===== config.mk =====
export PLATFORM = sky130hd
export DESIGN_NAME = join_timeout_watchdog_flat
export DESIGN_NICKNAME = d
export VERILOG_FILES = /design/src/rtl/join_timeout_watchdog_pkg.sv /design/src/rtl/join_timeout_watchdog_if.sv /design/src/rtl/join_timeout_watchdog_timeout_ctr.sv /design/src/rtl/join_timeout_watchdog.sv /design/src/flat_wrapper.sv
export SDC_FILE = /design/constraint.sdc
export NUM_CORES = 1
export LEC_CHECK = 0
export CELL_PAD_IN_SITES_DETAIL_PLACEMENT = 1
export CELL_PAD_IN_SITES_GLOBAL_PLACEMENT = 1
export CORE_MARGIN = 1
export CORE_UTILIZATION = 39
export DETAILED_ROUTE_END_ITERATION = 16
export PLACE_DENSITY_LB_ADDON = 0.05
export SLEW_MARGIN = 25
export SYNTH_ARGS = -nofsm -noshare
export SYNTH_HDL_FRONTEND = slang
export SYNTH_HIERARCHICAL = 1
export SYNTH_SLANG_ARGS = --single-unit

===== constraint.sdc =====
create_clock -name clk -period 2.41 [get_ports clk]
set_input_delay 0.6025 -clock clk [delete_from_list [all_inputs] [get_ports clk]]
set_output_delay 0.6025 -clock clk [all_outputs]
set_load 0.02 [all_outputs]

===== src/rtl/join_timeout_watchdog_pkg.sv =====
// Shared types for the join/timeout watchdog: join mode, termination status and FSM state.
package jtw_pkg;

    typedef enum logic {
        JOIN_ALL = 1'b0,
        JOIN_ANY = 1'b1
    } join_mode_e;

    typedef enum logic [1:0] {
        ST_OK      = 2'd0,
        ST_TIMEOUT = 2'd1,
        ST_ABORT   = 2'd2
    } status_e;

    typedef enum logic {
        IDLE = 1'b0,
        RUN  = 1'b1
    } fsm_e;

endpackage


===== src/rtl/join_timeout_watchdog_if.sv =====
// Scheduler-facing bundle of the join/timeout watchdog; master = scheduler, slave = watchdog.
interface join_timeout_watchdog_if #(
    parameter int unsigned N_CH  = 4,
    parameter int unsigned CNT_W = 16
);
    localparam int unsigned WIN_W = (N_CH > 1) ? $clog2(N_CH) : 1;

    logic              start_i;
    logic [N_CH-1:0]   start_mask_i;
    logic              join_mode_i;
    logic [CNT_W-1:0]  timeout_i;
    logic              abort_i;
    logic [N_CH-1:0]   ch_done_i;
    logic              busy_o;
    logic              done_o;
    logic [1:0]        status_o;
    logic [N_CH-1:0]   done_mask_o;
    logic [WIN_W-1:0]  winner_o;
    logic [N_CH-1:0]   ch_kill_o;
    logic              start_err_o;

    modport master (
        output start_i, start_mask_i, join_mode_i, timeout_i, abort_i, ch_done_i,
        input  busy_o, done_o, status_o, done_mask_o, winner_o, ch_kill_o, start_err_o
    );

    modport slave (
        input  start_i, start_mask_i, join_mode_i, timeout_i, abort_i, ch_done_i,
        output busy_o, done_o, status_o, done_mask_o, winner_o, ch_kill_o, start_err_o
    );

endinterface


===== src/rtl/join_timeout_watchdog_timeout_ctr.sv =====
// Timeout down-counter: loads the programmed timeout, counts down while running, flags the last cycle.
module jtw_timeout_ctr #(
    parameter int unsigned CNT_W = 16
) (
    input  logic             clk,
    input  logic             rst_n,
    input  logic             load_i,
    input  logic [CNT_W-1:0] load_val_i,
    input  logic             en_i,
    output logic             expire_c
);

    logic [CNT_W-1:0] cnt_q;
    logic [CNT_W-1:0] cnt_d;

    // A loaded value of 0 never reaches 1, so the counter stays frozen and never expires.
    always_comb begin
        cnt_d = cnt_q;
        if (load_i) begin
            cnt_d = load_val_i;
        end else if (en_i && (cnt_q > CNT_W'(1))) begin
            cnt_d = cnt_q - CNT_W'(1);
        end
    end

    assign expire_c = en_i && (cnt_q == CNT_W'(1));

    always_ff @(posedge clk or negedge rst_n) begin
        if (!rst_n) begin
            cnt_q <= '0;
        end else begin
            cnt_q <= cnt_d;
        end
    end

endmodule


===== src/rtl/join_timeout_watchdog.sv =====
// Join/timeout controller: arms a channel group, waits for ANY/ALL completion or timeout,
// kills still-pending channels on termination and reports status.
module join_timeout_watchdog
    import jtw_pkg::*;
#(
    parameter int unsigned N_CH  = 4,
    parameter int unsigned CNT_W = 16
) (
    input  logic                    clk,
    input  logic                    rst_n,
    join_timeout_watchdog_if.slave  bus
);

    localparam int unsigned WIN_W = (N_CH > 1) ? $clog2(N_CH) : 1;

    fsm_e             state_q,     state_d;
    join_mode_e       mode_q,      mode_d;
    status_e          status_q,    status_d;
    logic [N_CH-1:0]  pending_q,   pending_d;
    logic [N_CH-1:0]  done_mask_q, done_mask_d;
    logic [N_CH-1:0]  kill_q,      kill_d;
    logic [WIN_W-1:0] winner_q,    winner_d;
    logic             busy_q,      busy_d;
    logic             done_q,      done_d;
    logic             start_err_q, start_err_d;

    logic             ctr_load_c;
    logic             ctr_en_c;
    logic             expire_c;
    logic [N_CH-1:0]  hits_c;
    logic [N_CH-1:0]  pend_nx_c;
    logic             join_met_c;
    logic             term_c;

    function automatic logic [WIN_W-1:0] lsb_idx(input logic [N_CH-1:0] v);
        lsb_idx = '0;
        for (int i = int'(N_CH) - 1; i >= 0; i--) begin
            if (v[i]) lsb_idx = WIN_W'(i);
        end
    endfunction

    jtw_timeout_ctr #(.CNT_W(CNT_W)) u_ctr (
        .clk        (clk),
        .rst_n      (rst_n),
        .load_i     (ctr_load_c),
        .load_val_i (bus.timeout_i),
        .en_i       (ctr_en_c),
        .expire_c   (expire_c)
    );

    // Next-state and output logic; precedence on termination is abort > join > timeout.
    always_comb begin
        state_d     = state_q;
        mode_d      = mode_q;
        status_d    = status_q;
        pending_d   = pending_q;
        done_mask_d = done_mask_q;
        winner_d    = winner_q;
        busy_d      = busy_q;
        done_d      = 1'b0;
        kill_d      = '0;
        start_err_d = 1'b0;
        ctr_load_c  = 1'b0;
        ctr_en_c    = 1'b0;
        term_c      = 1'b0;
        hits_c      = bus.ch_done_i & pending_q;
        pend_nx_c   = pending_q & ~hits_c;
        join_met_c  = (mode_q == JOIN_ANY) ? (hits_c != '0) : (pend_nx_c == '0);

        unique case (state_q)
            IDLE: begin
                if (bus.start_i) begin
                    if (bus.start_mask_i != '0) begin
                        state_d     = RUN;
                        pending_d   = bus.start_mask_i;
                        mode_d      = join_mode_e'(bus.join_mode_i);
                        done_mask_d = '0;
                        busy_d      = 1'b1;
                        ctr_load_c  = 1'b1;
                    end else begin
                        start_err_d = 1'b1;
                    end
                end
            end
            RUN: begin
                ctr_en_c    = 1'b1;
                pending_d   = pend_nx_c;
                done_mask_d = done_mask_q | hits_c;
                start_err_d = bus.start_i;
                if (bus.abort_i) begin
                    term_c   = 1'b1;
                    status_d = ST_ABORT;
                end else if (join_met_c) begin
                    term_c   = 1'b1;
                    status_d = ST_OK;
                    winner_d = lsb_idx(hits_c);
                end else if (expire_c) begin
                    term_c   = 1'b1;
                    status_d = ST_TIMEOUT;
                end
                if (term_c) begin
                    state_d   = IDLE;
                    pending_d = '0;
                    kill_d    = pend_nx_c;
                    done_d    = 1'b1;
                    busy_d    = 1'b0;
                end
            end
            default: state_d = IDLE;
        endcase
    end

    always_ff @(posedge clk or negedge rst_n) begin
        if (!rst_n) begin
            state_q     <= IDLE;
            mode_q      <= JOIN_ALL;
            status_q    <= ST_OK;
            pending_q   <= '0;
            done_mask_q <= '0;
            kill_q      <= '0;
            winner_q    <= '0;
            busy_q      <= 1'b0;
            done_q      <= 1'b0;
            start_err_q <= 1'b0;
        end else begin
            state_q     <= state_d;
            mode_q      <= mode_d;
            status_q    <= status_d;
            pending_q   <= pending_d;
            done_mask_q <= done_mask_d;
            kill_q      <= kill_d;
            winner_q    <= winner_d;
            busy_q      <= busy_d;
            done_q      <= done_d;
            start_err_q <= start_err_d;
        end
    end

    assign bus.busy_o      = busy_q;
    assign bus.done_o      = done_q;
    assign bus.status_o    = status_q;
    assign bus.done_mask_o = done_mask_q;
    assign bus.winner_o    = winner_q;
    assign bus.ch_kill_o   = kill_q;
    assign bus.start_err_o = start_err_q;

endmodule


===== src/flat_wrapper.sv =====
// flat-port wrapper written by rule: the top's interface ports become plain ports
module join_timeout_watchdog_flat import jtw_pkg::*;
#(
    parameter int unsigned N_CH  = 4,
    parameter int unsigned CNT_W = 16
)
  (clk, rst_n, bus_start_i, bus_start_mask_i, bus_join_mode_i, bus_timeout_i, bus_abort_i, bus_ch_done_i, bus_busy_o, bus_done_o, bus_status_o, bus_done_mask_o, bus_winner_o, bus_ch_kill_o, bus_start_err_o);
  join_timeout_watchdog_if #(.N_CH(N_CH), .CNT_W(CNT_W)) bus_i ();
  input  logic clk;
  input  logic rst_n;
  input wire logic [$bits(bus_i.start_i)-1:0] bus_start_i;
  input wire logic [$bits(bus_i.start_mask_i)-1:0] bus_start_mask_i;
  input wire logic [$bits(bus_i.join_mode_i)-1:0] bus_join_mode_i;
  input wire logic [$bits(bus_i.timeout_i)-1:0] bus_timeout_i;
  input wire logic [$bits(bus_i.abort_i)-1:0] bus_abort_i;
  input wire logic [$bits(bus_i.ch_done_i)-1:0] bus_ch_done_i;
  output wire logic [$bits(bus_i.busy_o)-1:0] bus_busy_o;
  output wire logic [$bits(bus_i.done_o)-1:0] bus_done_o;
  output wire logic [$bits(bus_i.status_o)-1:0] bus_status_o;
  output wire logic [$bits(bus_i.done_mask_o)-1:0] bus_done_mask_o;
  output wire logic [$bits(bus_i.winner_o)-1:0] bus_winner_o;
  output wire logic [$bits(bus_i.ch_kill_o)-1:0] bus_ch_kill_o;
  output wire logic [$bits(bus_i.start_err_o)-1:0] bus_start_err_o;
  assign bus_i.start_i = bus_start_i;
  assign bus_i.start_mask_i = bus_start_mask_i;
  assign bus_i.join_mode_i = bus_join_mode_i;
  assign bus_i.timeout_i = bus_timeout_i;
  assign bus_i.abort_i = bus_abort_i;
  assign bus_i.ch_done_i = bus_ch_done_i;
  assign bus_busy_o = bus_i.busy_o;
  assign bus_done_o = bus_i.done_o;
  assign bus_status_o = bus_i.status_o;
  assign bus_done_mask_o = bus_i.done_mask_o;
  assign bus_winner_o = bus_i.winner_o;
  assign bus_ch_kill_o = bus_i.ch_kill_o;
  assign bus_start_err_o = bus_i.start_err_o;
  join_timeout_watchdog #(.N_CH(N_CH), .CNT_W(CNT_W)) u_core (.clk(clk), .rst_n(rst_n), .bus(bus_i));
endmodule

==> flow_summary.toml <==
[run_status]
outcome = "completed"

[setup_path]
worstPathArrival_ns = 2.29
cp_slowest_cell = "dfrtp_1"
path_depth = 7
worstSetupPathType = "reg -> reg"
critPathMaxFanout = 14
startpoint_type = "flop"
max_stage_delay_ns = 0.48
critPathBufInv = 1
reg2reg_depth = 7
crit_path_end_kind = "flop"
crit_family = "simple AND/OR/NAND/NOR gates"
cp_cell_sequence = "inv_1, ha_1, nor2_1, and4bb_2, a21boi_0, xnor2_1, o21ai_0"
worstPathRequired_ns = 2.58

[cts]
cts_root_buf = "clkbuf_8"
path_clk_slew_ns = 0.07
cts_resized = 0
cts.htree.levels = 2
numCtsBuffers = 5
cts_setup_buffers = 0
cts_sinks = 37
clk_latency_ns = 0.29
cts.path.max_buffers = 2
cts_hold_buf = 0
tritoncts = "built"

[final_layout]
stdcell_count = 330
stdcell_area_um2 = 2700
nNetsFinal = 290
area_delta_synth_final_pct = 31.5
layout-drive-gt1-share = 0.142
regArea_um2 = 926
insertedDiodeCount = 0
multi_input_comb_area_um2 = 1060
n_fill_cell = 582

[grt]
grt_pass1_wl_um = 8740
grt_usage = 0.211
grt_max_degree = 38
grt_pass1_vias = 1772
antenna_found_initial = 0
overflow = 0

[synthesis]
synth_area_um2 = 2060
syn_avg_cell_area_um2 = 10.0
yosysTopAreaCell = "dfrtp_1"
synth-seq-cells = 37
synth_nets = 236
yosysWarnings = 6
synth_edf_count = 0
synth_area_leaders = "dfrtp_1 (45%), nand2_1 (4.0%), nor2_1 (3.8%), xnor2_1 (3.4%), nor4_4 (3.1%)"
synth_ff_type = "dfrtp_1"
ys_seq_area_frac = 0.450
synthArstFlopShare = 1.00
yosys.area.top_type_share = 0.450
synthDistinctLibCells = 54
synthCells = 205

[routing]
ant_nets = 0
first_pass_iters = 4
dr.max_layer_used = "met4"
drc = 0
route.met2.wl_um = 2540
num_vias = 1791
drt_iter0_markers = 81
drt-total-wl_um = 5390
m1WireLength_um = 2550
wl_per_cell_um = 16.3
met3_length_um = 261
vias_per_cell = 5.43

[timing]
fin_crit_ns = 2.13
tns_ns = 0
setup_violations = 0
period_share = 0.882
skew_ns = 0.00492
maxSlewHeadroom = 0.675
rsz0062_at_grt = "no"
max_freq_mhz = 470
hold_violations = 0
setup_ws_ns = 0.284
tightest_slew_ns = 0.487
slew_viol_final = 0

[floorplan]
dieArea_um2 = 5570
num_rows = 26
core-area_um2 = 5110
initial_core_util = 0.402
io_pins = 44
die_h_um = 74.6
die_w_um = 74.6

[flow_run]
cap_violations = 0

[min_path]
hold_path_depth = 1
hold_class = "reg -> reg"

[placement]
detailedPlace.worstSlack_ns = 0.0989
io_buffers = 43
placed_area_um2 = 2620
gp_congestion = 0.809
placed_cells = 322
hpwl_um = 4040

[power]
p_leak_nw = 1.08
p_per_area_nw_per_um2 = 1110
peakVddDrop_mv = 0.490
area by class of cell:
class | count | share of cell area
multi-input cells | 154 | 0.391
flip-flops and latches | 37 | 0.342
repair buffers | 54 | 0.194
well taps | 70 | 0.0324
clock buffers | 6 | 0.0268
inverters | 7 | 0.00972
clock inverters | 2 | 0.00370
sequential cells by signal, summed over array words and instances (netlist names):
signal and flops:
u_core/bus.done_o 1, u_core/mode_q 1, u_core/pending_q 4, u_core/bus.busy_o 1
u_core/bus.winner_o 2, u_core/bus.done_mask_o 4, u_core/bus.start_err_o 1, u_core/state_q 1
u_core/bus.status_o 2, u_core/bus.ch_kill_o 4, u_core/u_ctr/cnt_q 16
layout by cell type, fill, tap and decap left out, types with 6 or more instances in the layout:
cell	Yosys	layout
buf_4	0	10
clkdlybuf4s50_1	0	43
nor3_1	6	6
a21oi_1	11	11
o21ai_1	9	9
o21ai_0	7	7
nand2_1	22	22
nor2_1	21	21
xnor2_1	8	8
dfrtp_1	37	37
cell usage after synthesis, drive strengths merged, types with 2 or more instances:
cell type	n
a2111oi	2
a211oi	2
a21oi	11
a221o	4
a22oi	2
a31oi	2
a32o	3
a41oi	2
and3	5
buf	3
clkbuf	4
dfrtp	37
ha	2
inv	7
mux2	3
mux2i	2
nand2	22
nand2b	6
nand3	3
nand4	2
nor2	21
nor2b	5
nor3	6
nor3b	2
nor4	5
nor4b	2
o21a	2
o21ai	16
xnor2	8
xor2	2
power breakdown:
part | internal, mW | switching (mW) | total [mW]
Sequential | 0.876 | 0.359 | 1.24
Clock | 0.200 | 0.218 | 0.418
Combinational | 0.657 | 0.681 | 1.34
worst reg2reg max path, stage by stage (launching register included):
cell      delay (ns)
dfrtp_1         0.48
inv_1           0.07
ha_1            0.23
nor2_1          0.16
and4bb_2        0.38
a21boi_0        0.43
xnor2_1         0.17
o21ai_0         0.09
per-layer routing:
layer,track usage,vias up
li1,-,849
met1,0.294,890
met2,0.334,46
met3,0.0515,6
met4,0.0440,0
met5,0,-
final timing paths:
check / start / to / slack [ns]
max: u_core/u_ctr/cnt_q[0]$_DFFE_PN0P_ / u_core/u_ctr/cnt_q[0]$_DFFE_PN0P_ / 0.28
min: u_core/bus.done_mask_o[1]$_DFFE_PN0P_ / u_core/bus.done_mask_o[1]$_DFFE_PN0P_ / 0.50
max reg2reg: u_core/u_ctr/cnt_q[0]$_DFFE_PN0P_ / u_core/u_ctr/cnt_q[0]$_DFFE_PN0P_ / 0.28
min reg2reg: u_core/bus.done_mask_o[1]$_DFFE_PN0P_ / u_core/bus.done_mask_o[1]$_DFFE_PN0P_ / 0.50
max in group asynchronous: rst_n / u_core/pending_q[2]$_DFFE_PN0P_ / 1.32
min in group asynchronous: rst_n / u_core/u_ctr/cnt_q[11]$_DFFE_PN0P_ / 0.74
cell families after synthesis:
logic type | count (synthesis) | share of synthesized area
xor+xnor | 10 | 0.0426
simple gates | 84 | 0.242
buf+inv | 14 | 0.0359
fa+ha+maj | 2 | 0.0122
flops | 37 | 0.450
mux | 5 | 0.0262
compound gates | 53 | 0.191
metrics by stage:
stage | total power [mW] | utilization | hold WS (ns)
floorplan | 2.02 | - | 0.307
global placement | 2.50 | 0.513 | 0.478
detailed placement | 2.57 | 0.513 | 0.485
CTS | 3.01 | 0.529 | 0.502
global route | 3.21 | 0.529 | 0.534
finish | 2.99 | 0.529 | 0.500
Power figures use the tool's default switching activity.
